**src/rtl/ex_mem_stage.sv**
```systemverilog
// EX->MEM pipeline register with valid/ready flow control, optional 2-entry skid,
// synchronous flush, bubble-gated control bits and an EX-stage forwarding tap.
module ex_mem_stage #(
    parameter int DATA_W = 8,
    parameter int REG_W  = 3,
    parameter int OP_W   = 4,
    parameter int IMM_W  = 3,
    parameter int SKID   = 1
) (
    input  logic              clk,
    input  logic              rst,
    input  logic              flush_i,
    input  logic              in_valid_i,
    output logic              in_ready_o,
    input  logic              write_mem_i,
    input  logic              write_reg_i,
    input  logic              read_mem_i,
    input  logic [DATA_W-1:0] data1_i,
    input  logic [DATA_W-1:0] data2_i,
    input  logic [DATA_W-1:0] alu_out_i,
    input  logic [DATA_W-1:0] data_d_i,
    input  logic [REG_W-1:0]  reg1_i,
    input  logic [REG_W-1:0]  reg2_i,
    input  logic [REG_W-1:0]  reg_d_i,
    input  logic [OP_W-1:0]   opcode_i,
    input  logic [IMM_W-1:0]  imm_i,
    output logic              out_valid_o,
    input  logic              out_ready_i,
    output logic              write_mem_o,
    output logic              write_reg_o,
    output logic              read_mem_o,
    output logic [DATA_W-1:0] data1_o,
    output logic [DATA_W-1:0] data2_o,
    output logic [DATA_W-1:0] alu_out_o,
    output logic [DATA_W-1:0] data_d_o,
    output logic [REG_W-1:0]  reg1_o,
    output logic [REG_W-1:0]  reg2_o,
    output logic [REG_W-1:0]  reg_d_o,
    output logic [OP_W-1:0]   opcode_o,
    output logic [IMM_W-1:0]  imm_o,
    output logic              fwd_valid_o,
    output logic [REG_W-1:0]  fwd_reg_o,
    output logic [DATA_W-1:0] fwd_data_o
);

    localparam int PW = 3 + 4 * DATA_W + 3 * REG_W + OP_W + IMM_W;

    typedef enum logic [1:0] {EMPTY, ONE, TWO} stage_t;

    logic [PW-1:0] in_pay;
    logic [PW-1:0] main_pay;
    logic          main_v;
    logic          write_mem;
    logic          write_reg;
    logic          read_mem;

    // The whole beat travels as one flat vector so both buffer variants copy it bit-exact.
    assign in_pay = {write_mem_i, write_reg_i, read_mem_i, data1_i, data2_i, alu_out_i,
                     data_d_i, reg1_i, reg2_i, reg_d_i, opcode_i, imm_i};

    assign {write_mem, write_reg, read_mem, data1_o, data2_o, alu_out_o,
            data_d_o, reg1_o, reg2_o, reg_d_o, opcode_o, imm_o} = main_pay;

    // Control bits are forced low on bubbles; data fields simply hold their last value.
    assign out_valid_o = main_v;
    assign write_mem_o = main_v & write_mem;
    assign write_reg_o = main_v & write_reg;
    assign read_mem_o  = main_v & read_mem;
    assign fwd_valid_o = main_v & write_reg & ~read_mem;
    assign fwd_reg_o   = reg_d_o;
    assign fwd_data_o  = alu_out_o;

    generate
        if (SKID != 0) begin : g_skid
            stage_t        state;
            logic [PW-1:0] skid_pay;
            logic          ready_q;

            // Main entry always drives the outputs; the skid entry only catches the beat
            // that arrives while MEM is stalled, keeping in_ready a pure register.
            always_ff @(posedge clk or posedge rst) begin
                if (rst) begin
                    state    <= EMPTY;
                    ready_q  <= 1'b1;
                    main_pay <= '0;
                    skid_pay <= '0;
                end else if (flush_i) begin
                    state   <= EMPTY;
                    ready_q <= 1'b1;
                end else begin
                    case (state)
                        EMPTY: begin
                            if (in_valid_i) begin
                                main_pay <= in_pay;
                                state    <= ONE;
                            end
                        end
                        ONE: begin
                            if (in_valid_i && out_ready_i) begin
                                main_pay <= in_pay;
                            end else if (in_valid_i) begin
                                skid_pay <= in_pay;
                                state    <= TWO;
                                ready_q  <= 1'b0;
                            end else if (out_ready_i) begin
                                state <= EMPTY;
                            end
                        end
                        TWO: begin
                            if (out_ready_i) begin
                                main_pay <= skid_pay;
                                state    <= ONE;
                                ready_q  <= 1'b1;
                            end
                        end
                        default: begin
                            state   <= EMPTY;
                            ready_q <= 1'b1;
                        end
                    endcase
                end
            end

            assign main_v     = (state != EMPTY);
            assign in_ready_o = ready_q;
        end else begin : g_single
            logic valid_q;

            // Single entry: a new beat may replace the current one in the cycle it leaves.
            always_ff @(posedge clk or posedge rst) begin
                if (rst) begin
                    valid_q  <= 1'b0;
                    main_pay <= '0;
                end else if (flush_i) begin
                    valid_q <= 1'b0;
                end else if (in_valid_i && in_ready_o) begin
                    main_pay <= in_pay;
                    valid_q  <= 1'b1;
                end else if (out_ready_i) begin
                    valid_q <= 1'b0;
                end
            end

            assign main_v     = valid_q;
            assign in_ready_o = out_ready_i | ~valid_q;
        end
    endgenerate

endmodule

```
**config.mk**
```make
export PLATFORM = sky130hd
export DESIGN_NAME = ex_mem_stage
export DESIGN_NICKNAME = d
export VERILOG_FILES = /design/src/rtl/ex_mem_stage.sv
export SDC_FILE = /design/constraint.sdc
export NUM_CORES = 1
export LEC_CHECK = 0
export ABC_CLOCK_PERIOD_IN_PS = 3580
export BUFFER_PORTS_ARGS = -buffer_cell sky130_fd_sc_hd__buf_4
export CELL_PAD_IN_SITES_DETAIL_PLACEMENT = 0
export CELL_PAD_IN_SITES_GLOBAL_PLACEMENT = 2
export CORE_ASPECT_RATIO = 0.75
export CORE_UTILIZATION = 36
export CTS_CLUSTER_SIZE = 28
export DETAILED_ROUTE_END_ITERATION = 8
export PLACE_DENSITY = 0.9
export SLEW_MARGIN = 40
export SYNTH_ARGS = -nofsm -noshare
export SYNTH_HDL_FRONTEND = slang
export SYNTH_SLANG_ARGS = --single-unit
```
**constraint.sdc**
```tcl
create_clock -name clk -period 3.58 [get_ports clk]
set_clock_uncertainty 0.2 [all_clocks]
set_input_delay 0.358 -clock clk [delete_from_list [all_inputs] [get_ports clk]]
set_output_delay 0.358 -clock clk [all_outputs]
set_load 0.01 [all_outputs]
```
==> reports/qor.yml <==
routing:
  num_vias: 2777
  drt_pass1_iterations: 3
  wirelength_mm: 8.98
  drc: 0
  viasPerCell: 4.67
  antenna_left: 0
  wire_per_inst_um: 15.1
  drt_iter0_markers: 64
critical_path:
  crit_type: "flop to flop"
  worstPathArrival_ns: 2.52
  cp-endpoint: "main_pay[45]$_DFFE_PP0P_"
  critPathLaunch: "g_skid.state[0]$_DFFE_PP0P_"
  worstReg2RegEnd: "main_pay[45]$_DFFE_PP0P_"
  r2r_slack_ns: 1.08
  critPathLaunchType: "flop"
  crit_slowest_cell: "buf_4"
  cp_max_fo: 51
  cp_cell_sequence: "nor2b_2 -> or3b_1 -> a21oi_4 -> buf_4 -> mux2_2"
  r2r_start: "g_skid.state[0]$_DFFE_PP0P_"
  crit_required_ns: 3.60
  rr_worst_depth: 5
  cp-end-kind: "flop"
  slowest_delay_ns: 0.59
power:
  ir_worst_vdd_mv: 0.278
  powerDensity_mw_per_mm2: 561
  power_uw: 3350
  p_leak_uw: 0.00272
layout:
  layout-drive-gt1-share_pct: 67.9
  diodes: 0
  fin_util_pct: 43.4
  seqCellArea_mm2: 0.00263
  multiInputGateArea_mm2: 0.00188
  design_area_mm2: 0.00597
  num-fill-cells: 1264
  fin_cells: 595
  syn_to_final_growth_pct: 17.3
  nets: 471
synthesis:
  synthDistinctLibCells: 24
  yosysSeqAreaShare_pct: 51.6
  syn_nets: 413
  yosys_warnings: 0
  avgSynthCellArea_um2: 14.3
  synthesis.area_mm2: 0.00509
  ys_seq_elements: 105
  netlist_instances: 357
global_route:
  grt_usage_pct: 13.3
  antenna_found_initial: 0
  grt_pass1_wl_mm: 15.3
  grt_pass1_vias: 3067
  grt_max_degree: 60
  grt_overflow: 0
timing:
  finalHoldViolCount: 0
  max_freq_ghz: 0.400
  fin_crit_sh_pct: 69.9
  rsz0062_at_grt: "false"
  worst_pin_slew_ns: 0.712
  maxSlewHeadroom_pct: 52.5
  finalSetupViolCount: 0
  drv_slew: 0
  fin_tns_setup_ns: 0
  period_needed_ns: 2.50
clocking:
  tritoncts: "yes"
  cts-root-buf: "clkbuf_16"
  clock_path_buffers: 2
  clk_latency_ns: 0.33
  htreeDepth: 3
  cts_sinks: 105
  cts_setup_buffers: 0
  cts_repair_resize_count: 0
  clk_pin_slew_ns: 0.07
  cts_made_buffers: 9
run_status:
  run_status: "finished clean"
placed_design:
  place.gp.congestion: 0.726
  dp_cells: 578
  io_buffers: 120
  dpl_cell_area_mm2: 0.00567
  dp_hpwl_mm: 6.19
run:
  maxCapViolations: 0
die:
  rows: 37
  die_height_um: 105
  die_area_mm2: 0.0146
  core-area_mm2: 0.0137
  start_util_pct: 37.0
  dieWidth_um: 139
  ios: 121
worst_hold_path:
  worstHoldPathType: "input pin to flop"
==> cell families after synthesis <==
family          Yosys count  share of synthesized area, %
buf+inv                  79                          11.7
flops                   105                          51.6
mux                     155                          34.2
compound gates            5                         0.885
simple gates             13                          1.55
==> sequential cells by signal, indices dropped and copies added, names as in the netlist <==
name / count
in_ready_o: 1
main_pay: 51
g_skid.skid_pay: 51
g_skid.state: 2
==> cell type report <==
type                            count  area share (%)
Timing Repair Buffer              124            15.8
Clock buffer                       12            3.96
Tap cell                          175            3.67
Multi-Input combinational cell    173            31.5
Clock inverter                      4           0.901
Sequential cell                   105            44.0
Inverter                            2           0.168
==> placed cells by master, fill, tap and decap left out <==
cell           synthesis  final
nand2b_4               0      1
or3_4                  0      1
o22a_1                 1      1
inv_4                  0      1
inv_1                  2      1
a21oi_4                1      1
o31ai_1                1      1
nor3_1                 1      1
dlygate4sd3_1          0      1
buf_12                 0      1
mux2_2               143    143
clkinvlp_4             0      2
nand3b_1               1      1
clkbuf_1               5      3
nor2_1                 2      2
mux2i_1                2      2
nor2b_1                4      4
or3b_1                 1      1
a21oi_1                1      1
nor2b_2                1      1
dfrtp_1              104    104
mux2_1                10     10
o21bai_1               1      1
nand2_1                1      1
bufinv_16              0      1
clkbuf_16              0      9
buf_4                 59    122
clkinv_4               0      1
dfstp_2                1      1
==> Yosys cell counts <==
cell type	n	area, um^2
mux2_2	143	1610
dfrtp_1	104	2600
buf_4	59	443
buf_6	10	113
mux2_1	10	113
clkbuf_1	5	18.8
nor2b_1	4	25.0
buf_2	3	15.0
inv_1	2	7.51
mux2i_1	2	20.0
nor2_1	2	7.51
a21oi_1	1	5.00
a21oi_4	1	16.3
dfstp_2	1	26.3
nand2_1	1	3.75
nand2b_1	1	6.26
nand3b_1	1	7.51
nor2b_2	1	8.76
nor3_1	1	5.00
o21bai_1	1	7.51
o22a_1	1	8.76
o31ai_1	1	7.51
or3_1	1	6.26
or3b_1	1	8.76
==> critical path, delay by kind of cell (launching register included) <==
| family | cells | cell delay, ns |
|---|---|---|
| flops | 1 | 0.43 |
| compound gates | 1 | 0.15 |
| mux | 1 | 0.42 |
| buf+inv | 1 | 0.59 |
| simple gates | 2 | 0.59 |
==> worst min path at each step <==
stage	from	cells after the start	endpoint	slack, ns
after CTS	flush_i	2	g_skid.state[0]$_DFFE_PP0P_	0.01
after detailed placement	rst	2	main_pay[28]$_DFFE_PP0P_	0.28
after global placement	g_skid.skid_pay[12]$_DFFE_PP0P_	1	g_skid.skid_pay[12]$_DFFE_PP0P_	0.27
after floorplan	flush_i	1	g_skid.state[0]$_DFFE_PP0P_	0.22
final	flush_i	2	g_skid.state[0]$_DFFE_PP0P_	0.03
after global routing	flush_i	2	g_skid.state[0]$_DFFE_PP0P_	0.02
==> metal layers <==
metal / track usage (%) / up-vias / part of all wire, %
met5: 0 / - / 0
met4: 3.57 / 0 / 0.92
met3: 4.49 / 9 / 6.6
met2: 22.2 / 74 / 46
met1: 16.4 / 1392 / 46
li1: - / 1302 / -
==> report_power, final <==
group / total, uW / switching [uW] / internal (uW) / leakage [uW]
Clock: 959 / 414 / 544 / 0.000133
Sequential: 1630 / 156 / 1480 / 0.00126
Combinational: 756 / 280 / 476 / 0.00132
Total: 3350 / 850 / 2500 / 0.00272
==> through the flow <==
step           setup WS [ns]  hold slack (ns)
6_report                1.08           0.0266
5_1_grt                0.968           0.0153
4_1_cts                0.991           0.0107
3_5_place_dp            1.00            0.281
3_3_place_gp            1.07            0.270
2_1_floorplan          0.263            0.224
==> timing repair <==
action | in CTS | in global routing
hold buffers | 1 | 0
hold endpoints to repair | 45 | 0
endpoints found under the setup margin | 0 | 0
(Power assumes the default switching activity.)
